File: config.mk
export PLATFORM = sky130hd
export DESIGN_NAME = key_gesture
export DESIGN_NICKNAME = d
export VERILOG_FILES = /design/src/rtl/key_pkg.sv /design/src/rtl/key_debounce.sv /design/src/rtl/key_gesture.sv
export SDC_FILE = /design/constraint.sdc
export NUM_CORES = 1
export LEC_CHECK = 0
export ABC_AREA = 1
export CORE_MARGIN = 5
export CORE_UTILIZATION = 33
export DETAILED_ROUTE_END_ITERATION = 7
export PLACE_DENSITY_LB_ADDON = 0.2
export SETUP_SLACK_MARGIN = 0.2
export SYNTH_ARGS = -nofsm -noshare
export SYNTH_HDL_FRONTEND = slang
export SYNTH_SLANG_ARGS = --single-unit
File: constraint.sdc
create_clock -name clk -period 2.7 [get_ports clk]
set_clock_uncertainty 0.2 [all_clocks]
set_input_delay 0.27 -clock clk [delete_from_list [all_inputs] [get_ports clk]]
set_output_delay 0.27 -clock clk [all_outputs]
set_load 0.02 [all_outputs]
File: src/rtl/key_pkg.sv
// Shared gesture codes and per-key FSM state encodings for the key gesture decoder.
package key_pkg;

  localparam logic [1:0] EV_NONE   = 2'b00;
  localparam logic [1:0] EV_SINGLE = 2'b01;
  localparam logic [1:0] EV_DOUBLE = 2'b10;
  localparam logic [1:0] EV_LONG   = 2'b11;

  localparam logic [2:0] ST_IDLE  = 3'd0;
  localparam logic [2:0] ST_DOWN1 = 3'd1;
  localparam logic [2:0] ST_HOLD  = 3'd2;
  localparam logic [2:0] ST_GAP   = 3'd3;
  localparam logic [2:0] ST_DOWN2 = 3'd4;

endpackage

File: src/rtl/key_debounce.sv
// Two-flop synchroniser and debounce for one active-low key; produces one-cycle
// press/release strobes when the clean level flips.
module key_debounce #(
  parameter int DEBOUNCE_MAX = 999_999,
  parameter int CNT_W        = 32
) (
  input  logic clk,
  input  logic rst_n,
  input  logic key,
  output logic press_stb,
  output logic release_stb
);

  localparam logic [CNT_W-1:0] DB_LAST  = CNT_W'(DEBOUNCE_MAX);
  localparam logic [CNT_W-1:0] CNT_ZERO = {CNT_W{1'b0}};
  localparam logic [CNT_W-1:0] CNT_ONE  = CNT_W'(1);

  logic             sync1_r, sync2_r, clean_r, press_r, release_r;
  logic [CNT_W-1:0] cnt_r;

  // Synchroniser, stability counter and clean-level flip with strobes
  always_ff @(posedge clk or negedge rst_n) begin
    if (!rst_n) begin
      sync1_r   <= 1'b1;
      sync2_r   <= 1'b1;
      clean_r   <= 1'b1;
      cnt_r     <= CNT_ZERO;
      press_r   <= 1'b0;
      release_r <= 1'b0;
    end else begin
      sync1_r   <= key;
      sync2_r   <= sync1_r;
      press_r   <= 1'b0;
      release_r <= 1'b0;
      if (sync2_r == clean_r) begin
        cnt_r <= CNT_ZERO;
      end else if (cnt_r == DB_LAST) begin
        cnt_r     <= CNT_ZERO;
        clean_r   <= sync2_r;
        press_r   <= ~sync2_r;
        release_r <= sync2_r;
      end else begin
        cnt_r <= cnt_r + CNT_ONE;
      end
    end
  end

  assign press_stb   = press_r;
  assign release_stb = release_r;

endmodule

File: src/rtl/key_gesture.sv
// Multi-key gesture decoder: per-key single/double/long classification plus a
// fixed-priority serialised event port. Long press is built only with KEY_LONG_PRESS_EN.
module key_gesture
  import key_pkg::*;
#(
  parameter int NUM_KEYS     = 4,
  parameter int DEBOUNCE_MAX = 999_999,
  parameter int GAP_MAX      = 29_999_999,
  parameter int LONG_MAX     = 49_999_999,
  parameter int CNT_W        = 32
) (
  input  logic                        clk,
  input  logic                        rst_n,
  input  logic [NUM_KEYS-1:0]         keys,
  output logic [NUM_KEYS-1:0]         single_o,
  output logic [NUM_KEYS-1:0]         double_o,
  output logic [NUM_KEYS-1:0]         long_o,
  output logic                        ev_valid_o,
  output logic [$clog2(NUM_KEYS)-1:0] ev_key_o,
  output logic [1:0]                  ev_code_o,
  output logic                        ev_overrun_o
);

  localparam int KW = $clog2(NUM_KEYS);
  localparam logic [CNT_W-1:0] T_ZERO = {CNT_W{1'b0}};
  localparam logic [CNT_W-1:0] T_ONE  = CNT_W'(1);
  localparam logic [CNT_W-1:0] T_SAT  = {CNT_W{1'b1}};
  localparam logic [CNT_W-1:0] T_GAP  = CNT_W'(GAP_MAX);
  localparam logic [CNT_W-1:0] T_LONG = CNT_W'(LONG_MAX - 1);

  logic [NUM_KEYS-1:0]      press_s, release_s, drain_s, ovr_s;
  logic [NUM_KEYS-1:0][1:0] emit_s, slot_r;
  logic [NUM_KEYS-1:0]      single_r, double_r;
  logic                     ev_valid_r, ev_overrun_r, sel_valid_s;
  logic [KW-1:0]            ev_key_r, sel_key_s;
  logic [1:0]               ev_code_r, sel_code_s;

  for (genvar k = 0; k < NUM_KEYS; k++) begin : g_key
    logic [2:0]       state_r, state_s;
    logic [CNT_W-1:0] t_r, t_s, t_inc_s;
    logic [1:0]       code_s;

    key_debounce #(.DEBOUNCE_MAX(DEBOUNCE_MAX), .CNT_W(CNT_W)) u_deb (
      .clk        (clk),
      .rst_n      (rst_n),
      .key        (keys[k]),
      .press_stb  (press_s[k]),
      .release_stb(release_s[k])
    );

    // Gesture FSM next state, saturating timer and emitted code
    always_comb begin
      state_s = state_r;
      t_s     = t_r;
      code_s  = EV_NONE;
      t_inc_s = (t_r == T_SAT) ? t_r : t_r + T_ONE;
      case (state_r)
        ST_IDLE: begin
          if (press_s[k]) begin
            state_s = ST_DOWN1;
            t_s     = T_ZERO;
          end else begin
            state_s = ST_IDLE;
          end
        end
        ST_DOWN1: begin
          t_s = t_inc_s;
          if (release_s[k]) begin
            state_s = ST_GAP;
            t_s     = T_ZERO;
`ifdef KEY_LONG_PRESS_EN
          end else if (t_inc_s == T_LONG) begin
            state_s = ST_HOLD;
            code_s  = EV_LONG;
          end else begin
            state_s = ST_DOWN1;
          end
        end
        ST_HOLD: begin
          if (release_s[k]) begin
            state_s = ST_IDLE;
          end else begin
            state_s = ST_HOLD;
          end
        end
`else
          end else begin
            // Hold time is irrelevant here; keep the timer bounded.
            state_s = ST_DOWN1;
            t_s     = (t_r == T_LONG) ? t_r : t_inc_s;
          end
        end
`endif
        ST_GAP: begin
          t_s = t_inc_s;
          if (press_s[k]) begin
            state_s = ST_DOWN2;
          end else if (t_inc_s == T_GAP) begin
            state_s = ST_IDLE;
            code_s  = EV_SINGLE;
          end else begin
            state_s = ST_GAP;
          end
        end
        ST_DOWN2: begin
          if (release_s[k]) begin
            state_s = ST_IDLE;
            code_s  = EV_DOUBLE;
          end else begin
            state_s = ST_DOWN2;
          end
        end
        default: begin
          state_s = ST_IDLE;
          t_s     = T_ZERO;
        end
      endcase
    end

    // Per-key FSM state and timer registers
    always_ff @(posedge clk or negedge rst_n) begin
      if (!rst_n) begin
        state_r <= ST_IDLE;
        t_r     <= T_ZERO;
      end else begin
        state_r <= state_s;
        t_r     <= t_s;
      end
    end

    assign emit_s[k] = code_s;
  end

  // Lowest-indexed full slot wins; flag slots drained or overwritten this cycle
  always_comb begin
    sel_valid_s = 1'b0;
    sel_key_s   = {KW{1'b0}};
    sel_code_s  = EV_NONE;
    for (int k = NUM_KEYS - 1; k >= 0; k--) begin
      if (slot_r[k] != EV_NONE) begin
        sel_valid_s = 1'b1;
        sel_key_s   = KW'(k);
        sel_code_s  = slot_r[k];
      end else begin
        sel_valid_s = sel_valid_s;
      end
    end
    for (int k = 0; k < NUM_KEYS; k++) begin
      drain_s[k] = sel_valid_s && (sel_key_s == KW'(k));
      ovr_s[k]   = (emit_s[k] != EV_NONE) && (slot_r[k] != EV_NONE) && !drain_s[k];
    end
  end

`ifdef KEY_LONG_PRESS_EN
  logic [NUM_KEYS-1:0] long_r;

  // Registered long-press pulses
  always_ff @(posedge clk or negedge rst_n) begin
    if (!rst_n) begin
      long_r <= {NUM_KEYS{1'b0}};
    end else begin
      for (int k = 0; k < NUM_KEYS; k++) begin
        long_r[k] <= (emit_s[k] == EV_LONG);
      end
    end
  end

  assign long_o = long_r;
`else
  assign long_o = {NUM_KEYS{1'b0}};
`endif

  // Registered pulses, pending slots and serialised event port
  always_ff @(posedge clk or negedge rst_n) begin
    if (!rst_n) begin
      single_r     <= {NUM_KEYS{1'b0}};
      double_r     <= {NUM_KEYS{1'b0}};
      slot_r       <= {NUM_KEYS{EV_NONE}};
      ev_valid_r   <= 1'b0;
      ev_key_r     <= {KW{1'b0}};
      ev_code_r    <= EV_NONE;
      ev_overrun_r <= 1'b0;
    end else begin
      for (int k = 0; k < NUM_KEYS; k++) begin
        single_r[k] <= (emit_s[k] == EV_SINGLE);
        double_r[k] <= (emit_s[k] == EV_DOUBLE);
        // A new emit always lands in the slot, even when the old code is leaving now.
        if (emit_s[k] != EV_NONE) begin
          slot_r[k] <= emit_s[k];
        end else if (drain_s[k]) begin
          slot_r[k] <= EV_NONE;
        end else begin
          slot_r[k] <= slot_r[k];
        end
      end
      ev_valid_r   <= sel_valid_s;
      ev_key_r     <= sel_key_s;
      ev_code_r    <= sel_code_s;
      ev_overrun_r <= |ovr_s;
    end
  end

  assign single_o     = single_r;
  assign double_o     = double_r;
  assign ev_valid_o   = ev_valid_r;
  assign ev_key_o     = ev_key_r;
  assign ev_code_o    = ev_code_r;
  assign ev_overrun_o = ev_overrun_r;

endmodule

======== After elaboration in Yosys (flattened, before gate mapping) ========
Cells that the tools add are included.
storage, ports and cells
  input port bits ......................... 6
  output and inout port bits .............. 18
  register bits ........................... 310
cells by class
  reductions and logical operators ........ 42
  bitwise operators ....................... 12
  multiplexer cells ....................... 104
  equal/unequal tests ..................... 51
  $add $sub $neg .......................... 8
operators by type and width
  kind                                                   count
  two-way mux 32 bit                                     24
  case mux 32 bit (4 select lines)                       4
  adder 32 x 1 -> 32 bit, second input constant          8
  equality test 32 x 20 -> 1 bit, second input constant  4
  equality test 32 x 25 -> 1 bit, second input constant  4
  equality test 32 x 26 -> 1 bit, second input constant  4
  equality test 32 bit, second input constant            4
  two-way mux 2 bit                                      28
  case mux 3 bit (4 select lines)                        4
  two-way mux 1 bit                                      32
  two-way mux 3 bit                                      8
  nonzero test 2 bit                                     12
  case mux 2 bit (2 select lines)                        4
  equality test 2 bit, second input constant             6
  equality test 3 x 1 -> 1 bit, second input constant    4
  equality test 3 x 2 -> 1 bit, second input constant    4
  equality test 3 bit, second input constant             4
  logical AND 1 bit                                      12
  logical NOT 3 bit                                      4
  inequality test 3 x 2 -> 1 bit, second input constant  4
  NOT 1 bit                                              12
  AND reduction 3 bit                                    4
  equality test 2 x 1 -> 1 bit, second input constant    5
  inequality test 2 x 1 -> 1 bit, second input constant  4
  5 further kinds                                        14

======== Depth between registers and ports, before layout ========
Gate-level depths: netlist of the first run.
  depth after elaboration ................. 10
  depth in mapped cells ................... 17

======== By module ========
Synthesis of the first run repeated with hierarchy kept, for this count alone.
second synthesis, totals
  cells, all modules ...................... 3058
  area, all modules ....................... 20408.3 um^2
modules (own cells, without submodules)
  module        cells an instance  instances  seq. area each (um^2)  area an instance (um^2)
  key_gesture   1770               1          4053.9                 11344.6
  key_debounce  322                4          929.6                  2265.9

======== Worst setup path after synthesis of the first run ========
Ideal clock, no wire load.
  path kind ............................... flip-flop to flip-flop
  from .................................... register g_key[1].t_r[0]
  to ...................................... register slot_r[3] (netlist name)
  stages on the path, launching flop included .. 17
  path slack .............................. 276 ps
  data arrival time ....................... 2106 ps
  cells stage by stage .................... dfrtp_1 > ha_1 > buf_2 > inv_2 > nor2_4 > nand2_4 > nor2_8 > nand2_4 > buf_6 > nand2_4 > nand2_2 > nor3_2 > nand3_1 > nor2_2 > nand4_2 > nand4_1 > nand2_1
between the ends
  longest elaborated chain between the ends .. 8
  elaborated cells on any way between the ends .. 10
RTL lines
  item                                                            RTL line            text
  start: declaration                                              key_gesture.sv:40   logic [CNT_W-1:0] t_r, t_s, t_inc_s;
  start signal: assignment                                        key_gesture.sv:127  t_r <= t_s;
  adder 32 x 1 -> 32 bit or equality test 32 bit (tied branches)  key_gesture.sv:56   t_inc_s = (t_r == T_SAT) ? t_r : t_r + T_ONE;
  two-way mux 32 bit (*)                                          key_gesture.sv:56
  equality test 32 x 25 -> 1 bit (*)                              key_gesture.sv:98   end else if (t_inc_s == T_GAP) begin
  two-way mux 1 bit (*)                                           key_gesture.sv:98
  two-way mux 1 bit (*)                                           key_gesture.sv:96   if (press_s[k]) begin
  case mux 2 bit (2 select lines) (*)                             key_gesture.sv:57   case (state_r)
  nonzero test 2 bit (*)                                          key_gesture.sv:188  if (emit_s[k] != EV_NONE) begin
  two-way mux 2 bit or nonzero test 2 bit (tied branches)         --
  end signal: assignment                                          key_gesture.sv:178  slot_r <= {NUM_KEYS{EV_NONE}};
  end signal: indexed assignment                                  key_gesture.sv:189  slot_r[k] <= emit_s[k];
  end signal: indexed assignment                                  key_gesture.sv:193  slot_r[k] <= slot_r[k];
  end: declaration                                                key_gesture.sv:32   logic [NUM_KEYS-1:0][1:0] emit_s, slot_r;
Every way passes the cells marked *; elsewhere a longest branch is shown, timed or not.
A chain may end at the register's enable or synchronous reset.

======== Worst setup path after layout of the first run ========
  from .................................... register g_key[1].t_r[24]
  to ...................................... register ev_overrun_r (netlist: ev_overrun_o)
between the ends
  longest elaborated chain between the ends .. 10
  elaborated cells on any way between the ends .. 11
RTL lines
  item                                                            RTL line            text
  adder 32 x 1 -> 32 bit or equality test 32 bit (tied branches)  key_gesture.sv:56
  two-way mux 32 bit (*)                                          key_gesture.sv:56
  equality test 32 x 25 -> 1 bit (*)                              key_gesture.sv:98
  two-way mux 1 bit (*)                                           key_gesture.sv:98
  two-way mux 1 bit (*)                                           key_gesture.sv:96
  case mux 2 bit (2 select lines) (*)                             key_gesture.sv:57
  nonzero test 2 bit (*)                                          key_gesture.sv:150  ovr_s[k] = (emit_s[k] != EV_NONE) && (slot_r[k] != EV_NONE) && !drain_s[k];
  logical AND 1 bit (*) (2 in a row)                              key_gesture.sv:150
  OR reduction 4 bit (*)                                          key_gesture.sv:199  ev_overrun_r <= |ovr_s;
  end signal: assignment                                          key_gesture.sv:199
  end: declaration                                                key_gesture.sv:34   logic ev_valid_r, ev_overrun_r, sel_valid_s;
Marked as above.

==> results of run 1 <==
[sequential cells by signal, indices dropped and copies added, names as in the netlist, 4 cells and up]
signal / cells
g_key.u_deb.release_stb: 4
slot_r: 8
g_key.state_r: 12
double_o: 4
g_key.u_deb.press_stb: 4
g_key.u_deb.sync1_r: 4
single_o: 4
g_key.t_r: 128
g_key.u_deb.clean_r: 4
g_key.u_deb.cnt_r: 128
g_key.u_deb.sync2_r: 4
[layout by cell type, fill, tap and decap left out, types with 6 or more instances in the layout]
cell             instances
nand2_1                549
nor2_1                 359
inv_1                  337
dfrtp_1                282
buf_4                  202
nand3_1                195
xor2_1                  89
o21ai_0                 86
o22ai_1                 73
nor2_2                  69
nand4_1                 63
nor3_1                  55
a21oi_1                 54
nand2_2                 46
nor4_1                  45
nor2_4                  41
clkbuf_16               41
nor3_2                  26
nand3_2                 19
xnor2_1                 19
clkdlybuf4s50_1         18
inv_2                   17
dfrtp_2                 16
clkbuf_1                15
nand2_4                 13
dfstp_2                 12
buf_6                   12
o21ai_1                 10
nor3_4                  10
o21a_1                   8
and3_1                   6
ha_1                     6
buf_12                   6
[area by class of cell]
class / instances / area share (%)
inverter: 359 / 5.75
clock buffer: 60 / 4.76
tap: 756 / 3.96
sequential: 310 / 32.6
clock inverter: 12 / 0.801
multi-input combinational: 1917 / 43.7
timing repair buffer: 243 / 8.39
[per-stage QoR]
stage,hold WS (ns),cells,TNS (ns)
2_1_floorplan,-0.226,2633,0
3_3_place_gp,0.0949,3498,-1.20
3_5_place_dp,0.0998,3498,-0.920
4_1_cts,0.0221,3597,0
5_1_grt,0.0124,3657,0
6_report,0.0543,3657,0
[path summary, 6_finish.rpt]
kind | from | end | slack, ns | depth (start not counted)
max | g_key[1].t_r[24] | ev_overrun_o | 0.23 | 14
min | keys[3] | g_key[3].u_deb.sync1_r | 0.05 | 1
max reg2reg | g_key[1].t_r[24] | ev_overrun_o | 0.23 | 14
min reg2reg | g_key[3].u_deb.sync1_r | g_key[3].u_deb.sync2_r | 0.16 | 0
max in group asynchronous | rst_n | g_key[3].t_r[2] | 1.40 | 3
min in group asynchronous | rst_n | g_key[2].u_deb.cnt_r[20] | 0.07 | 2
[metal layers]
metal | global-route usage, % | wire (um)
met2 | 29.0 | 26300
met1 | 24.9 | 26300
met4 | 5.70 | 1610
met3 | 2.08 | 2230
met5 | 0 | 0
[worst register-to-register path, cell delays in order, from the launching register on]
cell	delay, ns
dfrtp_1	0.40
nand2_1	0.12
nor2_2	0.13
nand2_1	0.14
nor2_4	0.24
nand2_4	0.15
nand2_1	0.09
nand2_1	0.09
nor3_2	0.22
nand3_2	0.12
nor2_4	0.15
nand4_4	0.13
nand2_2	0.11
nand2_2	0.06
nand3_2	0.07
[logic make-up after synthesis]
group / share of synthesized area [%]
and+or+nand+nor: 36.0
buffers and inverters: 8.54
DFF: 41.5
AOI/OAI and AO/OA: 8.03
xor gates and xnor gates: 5.19
adders and majority gates: 0.801
other: 0.0200
[power groups by stage]
stage / Combinational (mW) / Sequential, mW / Clock, mW
CTS: 0.232 / 4.69 / 5.68
global route: 0.265 / 4.69 / 5.86
detailed placement: 0.226 / 4.77 / 0
finish: 0.224 / 4.69 / 5.49
floorplan: 0.0706 / 4.77 / 0
global placement: 0.224 / 4.77 / 0
[what timing repair did]
item                                    CTS  global route
endpoints found under the hold margin   178             0
hold buffers                              4             0
gates cloned                              0             2
gates resized for setup                  54           267
endpoints found under the setup margin   20            69
pin swaps                                16            83
buffers inserted                         23            58
==> out/results.txt, run 1 <==
Switching Share: 22.0%
Placement Cell Area: 20800 um^2
Sequential fraction of the synthesis area: 41.5%
# setup viols final: 0
Drt pass-1 iters: 5
Finished Core Util: 42.4%
RSZ-0062 raised after global routing: yes
H-tree levels: 2
Power Internal: 8.12 mW
Total CTS buffers: 40
Clock network fraction of total power: 52.8%
Routed WL: 56400 um
DIE WIDTH: 248 um
Slowest CP cell: dfrtp_1
Vias in the first global route: 17400
Pwr Total: 10.4 mW
Worst Path Required: 2.98 ns
CP most frequent cell: nand2_1
Max-cap check violation count: 0
FF+latch count, synth: 310
Top-area cell type share of the netlist area: 39.8%
Peak VDD IR: 383 uV
Clk_lat worst skew: 0.55 ns
EDFF count, synth: 0
Multi-input logic area: 10500 um^2
Outcome: finished, final reports clean
CTS max path bufs: 3
Worst stage delay on the critical path: 0.40 ns
Count leader, synth: nand2_1
# IOs: 24
Layout cells sized above 1: 20.4%
Worst-Margin Slew: 0.787 ns
Synth cell types: 49
IO Port Bufs: 19
Count of pins over their slew limit: 0
Register area: 7790 um^2
Worst setup SP type: register
Initial antenna violation count: 0
Worst path arrival time: 2.76 ns
Starting Density: 33.3%
Post-DP HPWL: 40900 um
Final count of hold timing violations: 0
Top FF cell, synth: dfrtp_1
Via Count: 18100
GR Util All Layers: 17.8%
Cells after Synth: 2630
Synth-to-Final Area Change: 27.5%
Logic gate share of total power: 2.2%
CTS tree: built
Antenna cells: 0
Final min period: 2.47 ns
Vias per inst: 4.95
Buf/Inv on CP: 0
Worst-path maximum fanout: 8
Fmax: 404 MHz
Fin area: 23900 um^2
Gr ovfl total: 0
CP delay by family, top: simple AND/OR/NAND/NOR gates
FFs w/ async S/R, synth: 100%
Fin crit share: 91.6%
P_leak: 10.1 nW
Cells along the critical path: nand2_1, nor2_2, nand2_1, nor2_4, nand2_4, nand2_1, nand2_1, nor3_2, nand3_2, nor2_4, nand4_4, nand2_2, nand2_2, nand3_2
Avg WL per Cell: 15.4 um
Initial drt markers: 1364
Post-synth top area cell: dfrtp_1
Routability cong.: 0.917
Net switching power figure: 2.29 mW
Die height: 248 um
Cell Rows: 87
CORE AREA: 56400 um^2
Routed Antenna Nets: 0
Fillers: 5833
Reg clk slew, reported paths: 0.06 ns
Synth warn: 0
Nets: 2889
Clock root buffer: clkbuf_16
Worst min path class: in -> reg
Sequential Power Share: 45.1%
Global-route wire length before repair: 90400 um
Nature of the critical path endpoint: register
Die ar.: 61700 um^2
Slew headroom: 47.3%
Detailed-route DRC error count: 0
Commonest cells in the netlist: nand2_1, nor2_1, inv_1
Placement Setup Slack: -0.254 ns
Final worst slack: 0.228 ns
Mapped Area: 18700 um^2
Setup CP Type: reg -> reg
Power Dens Cells: 435 nW/um^2
Pin count of the biggest net entering global routing: 67
Top cells by area, synth: dfrtp_1, nand2_1, nor2_1, inv_1, nand3_1
Syn_area_per_cell: 7.13 um^2
# clock sinks: 310
No activity file was read; power rests on OpenSTA's default activity.
==> run 2, diff against run 1 <==
- clock period: 2.7 -> 2 ns (I/O delays scaled with it)
==> run 2 against run 1 <==
The run now ends with setup timing left; via count grew 20%; utilization rose by 17 points; die area did not move; setup slack lost 0.70 ns; critical path type unchanged; largest power group unchanged.
==> out/results.txt, run 2 (same netlist as run 1, synthesis figures left out) <==
Pin count of the biggest net entering global routing: 79 (+18%)
Nature of the critical path endpoint: register
Die ar.: 61700 um^2 (unchanged)
Switching Share: 22.9% (+0.87 points)
Reg-to-Reg End: g_key[3].state_r[1]
Total CTS buffers: 41 (+2.5%)
Vias per inst: 4.98 (+0.51%)
H-tree levels: 2 (unchanged)
Slew headroom: 48.7% (+1.4 points)
Final worst slack: -0.475 ns (-0.702 ns)
Power Internal: 11.2 mW (+37%)
Non-filler cells, final: 4354 (+19%)
Drt pass-1 iters: 7 (+2)
CTS max path bufs: 3 (unchanged)
Worst path arrival time: 2.70 ns (-0.06 ns)
Clock network fraction of total power: 52.9% (about the same)
Global-route wire length before repair: 111000 um (+23%)
Worst min path class: in -> async
Final count of hold timing violations: 0 (unchanged)
Fin crit share: 124% (+32 points)
Sequential Power Share: 43.8% (-1.3 points)
Synth-to-Final Area Change: 79.4%
Max-cap check violation count: 0 (unchanged)
Worst setup SP type: register
R2R depth: 15 (+1)
Placed Cells: 4044 (+16%)
RSZ-0062 raised after global routing: yes
Antenna cells: 0 (unchanged)
Nets: 3586 (+24%)
Placement Setup Slack: -0.797 ns (-0.543 ns)
Worst stage delay on the critical path: 0.43 ns (+0.03 ns)
Pwr Total: 14.5 mW (+39%)
Register-to-register setup slack: -0.47 ns (-0.70 ns)
Power Dens Cells: 430 nW/um^2 (-1.2%)
Most frequent cells in the layout: buf_4, nand2_1, inv_1
Cells along the critical path: nand2_2, nor2_2, nand2_1, nor2_4, nand2_1, nand2_1, nand2_1, nor2_4, nand2_2, nor2_2, nand2_1, nor2_4, nand2_1, nand2_1, o21ai_1
CORE AREA: 56400 um^2 (unchanged)
Post-DP HPWL: 46700 um (+14%)
Layout cells sized above 1: 49.2% (+29 points)
Routability cong.: 0.943 (+2.8%)
Final min period: 2.47 ns (+0.00246 ns)
CTS tree: built
Top Registers: g_key.t_r x128, g_key.u_deb.cnt_r x128, g_key.state_r x12
# clock sinks: 310 (unchanged)
Count of pins over their slew limit: 0 (unchanged)
Logic gate share of total power: 3.3% (+1.1 points)
Net switching power figure: 3.31 mW (+45%)
CP most frequent cell: nand2_1
GR Util All Layers: 22.1% (+4.2 points)
Worst-Margin Slew: 0.767 ns (-0.0205 ns)
DIE WIDTH: 248 um (unchanged)
Setup_tns: -48.79 ns (-48.79 ns)
Peak VDD IR: 470 uV (+23%)
Initial drt markers: 1344 (-1.5%)
# setup viols final: 222 (+222)
Violations in the final reports: setup timing
Cell Rows: 87 (unchanged)
Worst-path maximum fanout: 3 (-5)
Start of the worst register-to-register path: g_key[3].t_r[7]
Reg clk slew, reported paths: 0.06 ns (about the same)
Starting Density: 33.3% (unchanged)
Fmax: 404 MHz (about the same)
Routed WL: 72000 um (+28%)
Vias in the first global route: 21700 (+25%)
Outcome: finished with violations
P_leak: 15.0 nW (+49%)
Setup CP Type: reg -> reg
Worst Path Required: 2.23 ns (-0.75 ns)
Leading cell type in the layout, fill and taps excluded: buf_4
Initial antenna violation count: 0 (unchanged)
Slowest CP cell: dfrtp_1
# IOs: 24 (unchanged)
Routed Antenna Nets: 0 (unchanged)
Gr ovfl total: 0 (unchanged)
Avg WL per Cell: 16.5 um (+7.4%)
Via Count: 21700 (+20%)
Clock root buffer: clkbuf_16
Die height: 248 um (unchanged)
Detailed-route DRC error count: 0 (unchanged)
Clk_lat worst skew: 0.57 ns (+0.02 ns)
IO Port Bufs: 19 (unchanged)
run 2: changes by cell type in the layout (fill, tap and decap cells not counted), sizes merged:
cell	previous run	this run
dlygate4sd2	0	1
buf	221	914
nand2	611	610
dlygate4sd3	4	5
clkdlybuf4s50	18	17
clkinv	8	12
run 2: worst max-delay path: cells and delay by family, from the launching register on:
kind,cells,cell delay (ns)
AO/OA/AOI/OAI,1,0.11
AND/OR/NAND/NOR,14,1.62
flip-flops,1,0.43
run 2: worst max-delay path by stage:
| stage | from | to | slack, ns | depth (start not counted) |
|---|---|---|---|---|
| after global routing | g_key[3].t_r[7] | g_key[3].state_r[0] | -0.63 | 15 |
| after floorplan | g_key[1].t_r[0] | slot_r[3] | -0.27 | 16 |
| final | g_key[3].t_r[7] | g_key[3].state_r[1] | -0.47 | 15 |
| after CTS | g_key[2].t_r[0] | ev_overrun_o | -0.37 | 18 |
| after global placement | g_key[0].t_r[11] | g_key[0].state_r[1] | -0.87 | 12 |
| after detailed placement | g_key[0].t_r[11] | slot_r[0] | -0.80 | 12 |
run 2: power by group through the flow:
stage	registers, mW	clock network, mW	logic (mW)
after global routing	6.34	8.08	0.531
after floorplan	6.44	0	0.110
after detailed placement	6.44	0	0.359
after CTS	6.33	7.86	0.426
final	6.34	7.66	0.474
after global placement	6.44	0	0.353
run 2: area by class of cell:
| class | instances | area (um^2) |
|---|---|---|
| clock buffers | 57 | 1160 |
| clock inverters | 16 | 208 |
| fillers | 4833 | 22700 |
| inverters | 359 | 1420 |
| multi-input cells | 1916 | 13400 |
| flip-flops and latches | 310 | 7780 |
| well taps | 756 | 946 |
| repair buffers | 940 | 8690 |
run 2: routing by layer:
layer,GRT usage [%],part of all wire (%)
met1,28.3,42
met2,37.5,50
met3,3.47,4.1
met4,8.67,3.9
met5,0,0
run 2: what timing repair did:
item | in CTS | in global routing
buffers inserted | 127 | 74
resized for setup | 532 | 482
hold endpoints to repair | 314 | 0
setup endpoints to repair | 285 | 290
cloned | 28 | 3
pin swaps | 157 | 176
hold buffers | 5 | 0
run 2: stage by stage:
step / hold slack (ns) / util, % / area, um^2
CTS: 0.0638 / 55.0 / 31000
global placement: 0.0664 / 45.6 / 25700
floorplan: -0.296 / - / 19600
finish: 0.0658 / 59.7 / 33600
detailed placement: 0.0607 / 45.6 / 25700
global route: 0.0863 / 59.7 / 33600
